**config.mk**
```make
export PLATFORM = sky130hd
export DESIGN_NAME = count_step_scheduler_flat
export DESIGN_NICKNAME = d
export VERILOG_FILES = /design/src/rtl/count_step_scheduler_if.sv /design/src/rtl/count_step_scheduler.sv /design/src/flat_wrapper.sv
export SDC_FILE = /design/constraint.sdc
export NUM_CORES = 1
export LEC_CHECK = 0
export CAP_MARGIN = 30
export CORE_UTILIZATION = 40
export CTS_BUF_LIST = sky130_fd_sc_hd__clkbuf_8
export CTS_CLUSTER_DIAMETER = 100
export DETAILED_ROUTE_END_ITERATION = 10
export GPL_TIMING_DRIVEN = 0
export PLACE_DENSITY = 0.69
export SLEW_MARGIN = 20
export SYNTH_ARGS = -nofsm -noshare
export SYNTH_HDL_FRONTEND = slang
export SYNTH_SLANG_ARGS = --single-unit
```
**constraint.sdc**
```tcl
create_clock -name Clk -period 4.3 [get_ports Clk]
set_input_delay 0.645 -clock Clk [delete_from_list [all_inputs] [get_ports Clk]]
set_output_delay 0.645 -clock Clk [all_outputs]
set_load 0.01 [all_outputs]
```
**src/rtl/count_step_scheduler_if.sv**
```systemverilog
// Step-scheduler handshake bundle: run/direction/request inputs and the
// step strobe, acknowledges and status returned by the scheduler.
interface count_step_scheduler_if;
    logic Run;
    logic DirUp;
    logic ReqUp;
    logic ReqDn;
    logic StepEn;
    logic StepUp;
    logic AckUp;
    logic AckDn;
    logic TickDrop;
    logic Busy;

    modport master (
        output Run, DirUp, ReqUp, ReqDn,
        input  StepEn, StepUp, AckUp, AckDn, TickDrop, Busy
    );

    modport slave (
        input  Run, DirUp, ReqUp, ReqDn,
        output StepEn, StepUp, AckUp, AckDn, TickDrop, Busy
    );
endinterface

```
**src/rtl/count_step_scheduler.sv**
```systemverilog
// Arbitrates manual up/down step requests and a prescaled auto-run tick into
// one-cycle step strobes, with a fixed hold-off between consecutive steps.
module count_step_scheduler #(
    parameter int TICK_DIV   = 50_000_000,
    parameter int DIV_WIDTH  = 26,
    parameter int HOLDOFF    = 4,
    parameter int HOLD_WIDTH = 8
) (
    input  logic                   Clk,
    input  logic                   Rst,
    count_step_scheduler_if.slave  bus
);

    typedef enum logic [1:0] {
        IDLE  = 2'b00,
        GRANT = 2'b01,
        HOLD  = 2'b10
    } state_t;

    localparam logic [DIV_WIDTH-1:0]  DIV_MAX   = DIV_WIDTH'(TICK_DIV - 1);
    localparam logic [HOLD_WIDTH-1:0] HOLD_LOAD = HOLD_WIDTH'(HOLDOFF - 1);

    state_t                state_q, state_d;
    logic [DIV_WIDTH-1:0]  div_q, div_d;
    logic [HOLD_WIDTH-1:0] hold_q, hold_d;
    logic                  pend_q, pend_d;
    logic                  last_up_q, last_up_d;
    logic                  step_en_q, step_en_d;
    logic                  step_up_q, step_up_d;
    logic                  ack_up_q, ack_up_d;
    logic                  ack_dn_q, ack_dn_d;
    logic                  tick_drop_q, tick_drop_d;
    logic                  busy_q, busy_d;
    logic                  grant_up;
    logic                  auto_take;

    always_comb begin
        // NOTE: every variable gets a default first so no path can infer a latch.
        state_d     = state_q;
        div_d       = div_q;
        hold_d      = hold_q;
        pend_d      = pend_q;
        last_up_d   = last_up_q;
        step_en_d   = 1'b0;
        step_up_d   = 1'b0;
        ack_up_d    = 1'b0;
        ack_dn_d    = 1'b0;
        tick_drop_d = 1'b0;
        busy_d      = 1'b0;
        grant_up    = 1'b0;
        auto_take   = 1'b0;

        case (state_q)
            IDLE: begin
                if (bus.ReqUp || bus.ReqDn) begin
                    // On a tie the side not granted last wins.
                    grant_up  = bus.ReqUp && (!bus.ReqDn || !last_up_q);
                    state_d   = GRANT;
                    step_en_d = 1'b1;
                    step_up_d = grant_up;
                    ack_up_d  = grant_up;
                    ack_dn_d  = !grant_up;
                    last_up_d = grant_up;
                    busy_d    = 1'b1;
                end else if (pend_q && bus.Run) begin
                    auto_take = 1'b1;
                    state_d   = GRANT;
                    step_en_d = 1'b1;
                    step_up_d = bus.DirUp;
                    busy_d    = 1'b1;
                end
            end
            GRANT: begin
                state_d = HOLD;
                hold_d  = HOLD_LOAD;
                busy_d  = 1'b1;
            end
            HOLD: begin
                if (hold_q == '0) begin
                    state_d = IDLE;
                end else begin
                    hold_d = hold_q - HOLD_WIDTH'(1);
                    busy_d = 1'b1;
                end
            end
            default: state_d = IDLE;
        endcase

        // A tick consumed on the same edge as a wrap leaves room for the new one.
        if (!bus.Run) begin
            div_d  = '0;
            pend_d = 1'b0;
        end else if (div_q == DIV_MAX) begin
            div_d       = '0;
            pend_d      = 1'b1;
            tick_drop_d = pend_q && !auto_take;
        end else begin
            div_d = div_q + DIV_WIDTH'(1);
            if (auto_take) pend_d = 1'b0;
        end
    end

    // NOTE: sequential state uses non-blocking assignments so all flops update together.
    always_ff @(posedge Clk or posedge Rst) begin
        if (Rst) begin
            state_q     <= IDLE;
            div_q       <= '0;
            hold_q      <= '0;
            pend_q      <= 1'b0;
            last_up_q   <= 1'b0;
            step_en_q   <= 1'b0;
            step_up_q   <= 1'b0;
            ack_up_q    <= 1'b0;
            ack_dn_q    <= 1'b0;
            tick_drop_q <= 1'b0;
            busy_q      <= 1'b0;
        end else begin
            state_q     <= state_d;
            div_q       <= div_d;
            hold_q      <= hold_d;
            pend_q      <= pend_d;
            last_up_q   <= last_up_d;
            step_en_q   <= step_en_d;
            step_up_q   <= step_up_d;
            ack_up_q    <= ack_up_d;
            ack_dn_q    <= ack_dn_d;
            tick_drop_q <= tick_drop_d;
            busy_q      <= busy_d;
        end
    end

    assign bus.StepEn   = step_en_q;
    assign bus.StepUp   = step_up_q;
    assign bus.AckUp    = ack_up_q;
    assign bus.AckDn    = ack_dn_q;
    assign bus.TickDrop = tick_drop_q;
    assign bus.Busy     = busy_q;

endmodule

```
**src/flat_wrapper.sv**
```systemverilog
// flat-port wrapper written by rule: the top's interface ports become plain ports
module count_step_scheduler_flat 
#(
    parameter int TICK_DIV   = 50_000_000,
    parameter int DIV_WIDTH  = 26,
    parameter int HOLDOFF    = 4,
    parameter int HOLD_WIDTH = 8
)
  (Clk, Rst, bus_Run, bus_DirUp, bus_ReqUp, bus_ReqDn, bus_StepEn, bus_StepUp, bus_AckUp, bus_AckDn, bus_TickDrop, bus_Busy);
  count_step_scheduler_if bus_i ();
  input  logic Clk;
  input  logic Rst;
  input wire logic [$bits(bus_i.Run)-1:0] bus_Run;
  input wire logic [$bits(bus_i.DirUp)-1:0] bus_DirUp;
  input wire logic [$bits(bus_i.ReqUp)-1:0] bus_ReqUp;
  input wire logic [$bits(bus_i.ReqDn)-1:0] bus_ReqDn;
  output wire logic [$bits(bus_i.StepEn)-1:0] bus_StepEn;
  output wire logic [$bits(bus_i.StepUp)-1:0] bus_StepUp;
  output wire logic [$bits(bus_i.AckUp)-1:0] bus_AckUp;
  output wire logic [$bits(bus_i.AckDn)-1:0] bus_AckDn;
  output wire logic [$bits(bus_i.TickDrop)-1:0] bus_TickDrop;
  output wire logic [$bits(bus_i.Busy)-1:0] bus_Busy;
  assign bus_i.Run = bus_Run;
  assign bus_i.DirUp = bus_DirUp;
  assign bus_i.ReqUp = bus_ReqUp;
  assign bus_i.ReqDn = bus_ReqDn;
  assign bus_StepEn = bus_i.StepEn;
  assign bus_StepUp = bus_i.StepUp;
  assign bus_AckUp = bus_i.AckUp;
  assign bus_AckDn = bus_i.AckDn;
  assign bus_TickDrop = bus_i.TickDrop;
  assign bus_Busy = bus_i.Busy;
  count_step_scheduler #(.TICK_DIV(TICK_DIV), .DIV_WIDTH(DIV_WIDTH), .HOLDOFF(HOLDOFF), .HOLD_WIDTH(HOLD_WIDTH)) u_core (.Clk(Clk), .Rst(Rst), .bus(bus_i));
endmodule
```
==> metrics.yaml <==
status:
  status: "complete, no violations"
worst_setup_path:
  endpoint_kind: "register"
  critical_path_class: "reg2reg"
  cpPeakStageDelay_ps: 500
  critical_path.max_fanout: 9
  gate_family_responsible_for_the_most_delay_along_the_worst_path: "simple AND/OR/NAND/NOR gates"
  critical-path-slowest-cell: "or4_1"
  worstRegToRegCells: 5
  timing.critical_path.cells: "ha_1 > and4_1 > nand4_1 > or4_1 > a21oi_1"
  timing.critical_path.buf_inv: 0
  critical_path.endpoint: "u_core.div_q[24]"
  cp_num_cells: 5
  critical_path.startpoint_type: "register"
  worstReg2RegStart: "u_core.div_q[0]"
  startpoint: "u_core.div_q[0]"
  critical_path_required_ps: 4530
  worst_ep_arrival_time_ps: 2200
  reg2reg_setup_slack_ps: 2330
  reg2reg_to: "u_core.div_q[24]"
placement:
  routabilityCongestion: 0.754
  dpl-instance-area_mm2: 0.00241
  placement.io_buffers: 11
  place_hpwl_mm: 2.97
  placed_cells: 301
sta:
  final_max_slew_viol_count: 0
  finalWorstPathRequiredPeriod_ps: 1970
  timing.setup.tns_ps: 0
  worstMarginPinSlew_ps: 496
  setup-violations-final: 0
  hold_violations: 0
  maxClockFrequency_mhz: 506
  finClkSkew_ps: 4.21
  period_share: 0.459
  grt_setup_unrepaired: "no"
  slew-limit-headroom: 0.669
clock_tree:
  clkTransAtPathRegs_ps: 80
  cts-buffers-inserted: 5
  root_buffer_cell: "clkbuf_8"
  clock_tree.buffer_depth: 2
  clock_tree_from_tritoncts: "built"
  post_cts_resize_count: 0
  cts_hold_buf: 0
  cts_setup_buffers: 0
  later_pin_clock_latency_in_the_skew_report_ps: 290
  cts_sinks: 44
  htreeDepth: 2
finish:
  layout.cell_area.non_filler_mm2: 0.00251
  post_route_cells_drive_above_1_share: 0.0795
  area_occupied_by_multi_input_gates_mm2: 0.00103
  n_antenna_cell: 0
  number_of_flip_flops_under_the_largest_register_name: 26
  final_common_cell: "dfrtp_1"
  area_growth_pct: 14.8
  num-nets-final: 247
  biggestRegsByFlops: "u_core.div_q x26, u_core.hold_q x8, u_core.state_q x2"
  most_frequent_cells_in_the_layout: "dfrtp_1 (44), nand2_1 (21), a21oi_1 (17)"
  final-seq-area_mm2: 0.00110
  largest_register: "u_core.div_q"
  filler_cell_count: 487
  final-instance-count-excl-fill: 309
yosys:
  synth_compound_area_frac: 0.119
  synth_xor_xnor_area_share: 0.0481
  synth.yosys.seq_area_share: 0.504
  post_synthesis_share_of_cell_area_spent_on_and_or_nand_and_nor_gates: 0.270
  post_synth_inst_count: 219
  asyncSetResetFlopFracSynth: 1.00
  synth_nets: 228
  synth_top_family_by_area: "simple AND/OR/NAND/NOR gates"
  mux_contribution_to_synthesized_area: 0.0183
  yosysWarnings: 0
  postSynthRegisterBits: 44
  synthesized_area_fraction_occupied_by_adder_cells: 0.0172
  synth_top_cell_by_area: "dfrtp_1"
  yosysUniqueCellTypes: 42
  number_of_enable_flip_flop_cells_after_synthesis: 0
  dominantRegCellSynth: "dfrtp_1"
  ys_top_cells_by_area: "dfrtp_1 (50%), a21oi_1 (3.9%), nand2_1 (3.6%), nand3_1 (3.4%), or3_1 (2.9%)"
  synth_top_area_frac: 0.504
  syn-mean-instance-area_um2: 9.97
  synthesis.area_mm2: 0.00218
drt:
  remaining_drc_errors: 0
  average_wire_per_cell_in_the_routed_design_um: 13.4
  detailedRoute.firstPassIterationCount: 4
  total_number_of_vias: 1664
  antenna_left: 0
  viasPerCell: 5.39
  detail_route.iter0.violations: 104
  drt_wl_total_mm: 4.14
global_route:
  met3_track_usage_gr: 0.0437
  grt_use_met2: 0.272
  grt-ovfl-total: 0
  gr-max-usage-layer: "met2"
  grt_util_all_layers: 0.166
  grt_first_pass_wirelength_mm: 7.14
  grt_antenna_before_repair: 0
  grt_max_degree: 25
  first_global_vias: 1572
  use_met1: 0.220
pwr:
  powerDensity_mw_per_mm2: 424
  power.ir.vdd_worst_uv: 322
  leakage_nw: 1.09
floorplanning:
  core_area_mm2: 0.00517
  design.die.area_mm2: 0.00576
  number_of_placement_rows: 26
  initial_utilization: 0.422
  ioPinCount: 12
  die_x_um: 75.9
  floorplan.die.height_um: 75.9
worst_hold_path:
  hold_path.class: "reg2reg"
job:
  drv_cap: 0
==> worst register-to-register path, delay by kind of cell, from the launching register on <==
kind / cells / cell delay (ps)
AOI/OAI and AO/OA: 1 / 140
adders and majority gates: 1 / 240
DFF: 1 / 390
and+or+nand+nor: 3 / 1150
==> Yosys cell counts (all sizes together) (2+ instances only) <==
master,n
dfrtp,44
nand2,21
a21oi,17
nor2,16
nand3,15
o21ai,10
or3,10
xor2,7
and3,6
inv,6
nand4,6
nor3,6
and4,5
xnor2,5
buf,4
mux2i,4
or4,4
a21boi,3
ha,3
nor3b,3
nor4,3
o31ai,3
and2,2
nand2b,2
nor2b,2
nor4b,2
o41ai,2
==> routing by layer <==
metal	routed length, um	vias to the layer above
li1	-	837
met1	2010	794
met2	1930	29
met3	153	4
met4	38	0
met5	0	-
==> power by group <==
part           internal [W]  total, W  switching (W)
logic              0.000114  0.000240       0.000127
registers          0.000482  0.000551      0.0000690
clock network      0.000130  0.000272       0.000142
==> through the flow <==
stage                     hold slack, ps  total power [W]  setup WS, ps   util
after floorplan                      445         0.000706          2590      -
after global routing                 517          0.00114          2150  0.485
final                                481          0.00106          2330  0.485
after global placement               467         0.000789          1690  0.460
after CTS                            483          0.00108          2340  0.485
after detailed placement             471         0.000802          2310  0.466
==> worst min-delay path by stage <==
stage	from	end	slack [ps]	depth (start not counted)
2_1_floorplan	u_core.div_q[0]	u_core.div_q[0]	450	1
3_3_place_gp	u_core.div_q[0]	u_core.div_q[0]	470	1
3_5_place_dp	u_core.div_q[0]	u_core.div_q[0]	470	1
4_1_cts	u_core.div_q[0]	u_core.div_q[0]	480	1
5_1_grt	u_core.hold_q[7]	u_core.hold_q[7]	520	1
6_report	u_core.div_q[0]	u_core.div_q[0]	480	1
==> logic make-up after synthesis <==
logic type      count (synthesis)
fa+ha+maj                       3
buf+inv                        11
simple gates                  105
compound gates                 40
xor+xnor                       12
mux                             4
flops                          44
==> area by class of cell <==
| type | instances | area share |
|---|---|---|
| Buffer | 5 | 0.0115 |
| Clock buffer | 6 | 0.0330 |
| Tap cell | 70 | 0.0349 |
| Timing Repair Buffer | 12 | 0.0549 |
| Multi-Input combinational cell | 164 | 0.411 |
| Clock inverter | 2 | 0.00599 |
| Sequential cell | 44 | 0.439 |
| Inverter | 6 | 0.00899 |
Note: power is estimated with default switching activity, not from simulation.
==> variant: new RTL, same flow settings <==
Make the reset (`Rst`) synchronous in one clocked block.
--- a/src/rtl/count_step_scheduler.sv
+++ b/src/rtl/count_step_scheduler.sv
@@ -103,3 +103,3 @@
     // NOTE: sequential state uses non-blocking assignments so all flops update together.
-    always_ff @(posedge Clk or posedge Rst) begin
+    always_ff @(posedge Clk) begin
         if (Rst) begin
Function: differs if Rst is asserted again (counterexample within 4 cycles, from zero or initial values and one cycle with Rst high); with Rst held inactive, the same outputs for 10 cycles.
==> variant against the unedited design <==
Wire length down 3.5%. Utilization down 0.065 points. Setup slack worse by 0.077 ns. Sequential cell count unchanged. Maximum frequency down 3.8%. Synthesized area down 5.3%. Final area down 6.4%.
Power is not compared: it rests on default switching activity, and its combinational part moved more than twofold at a synthesized area within 25%.
==> variant: results <==
group,metric,value,unit
routing,route.met2.wl,1750,µm
synthesis,synth_commonest_cells,"44 x dfxtp_1, 30 x nor2_1, 16 x a21oi_1, 16 x nand2_1, 10 x nand3_1",
timing,fin_skew,0.00513,ns
routing,via_per_inst,5.41,
global_route,grt_use_met3,3.70,%
global_route,grt_use_total,15.9,%
synthesis,syn_avg_cell_area,8.80,µm²
min_path,hold_end,"u_core.div_q[0]",
critical_path,ff2ff_path_depth,6,
routing,met3_wirelength,143,µm
placed_design,gp_congestion,0.773,
finish,stdcell_count,320,
finish,fill_cells,461,
synthesis,synthArstFlopShare,0,%
finish,drive_above_1_share,10.3,%
global_route,grt_pass1_vias,1518,
min_path,holdCritStartpoint,"u_core.div_q[0]",
global_route,grt_max_degree,14,
global_route,grt_first_pass_wirelength,6690,µm
synthesis,synth_xor_area_share,5.93,%
placed_design,numPlacedInstances,312,
run_status,outcome,"finished clean",
finish,final_nets,261,
synthesis,synthAdderAreaFrac,1.81,%
timing,max_slew_margin,69.3,%
global_route,grt_use_met2,24.7,%
[variant: per-stage QoR]
step           hold slack [ns]  worst slack [ns]  instance area, µm²  total power [mW]  util [%]
2_1_floorplan            0.430              2.59                2070             0.489         -
3_3_place_gp             0.445              2.29                2250             0.514      46.5
3_5_place_dp             0.454              2.27                2250             0.514      46.5
4_1_cts                  0.473              2.25                2350             0.779      48.4
5_1_grt                  0.489              2.05                2350             0.805      48.4
6_report                 0.469              2.25                2350             0.770      48.4
[variant: worst max-delay path: cells and delay by family (launching register included)]
family                     cells  cell delay [ns]
AOI/OAI and AO/OA              1             0.33
adders and majority gates      1             0.25
buffers and inverters          1             0.21
DFF                            1             0.37
and+or+nand+nor                3             0.77
[variant: cell type report]
type	count	share of cell area (%)
buffer	7	1.87
tap	67	3.57
multi-input combinational	176	47.5
inverter	8	1.28
timing repair buffer	10	4.27
clock buffer	6	3.52
clock inverter	2	0.480
sequential	44	37.5
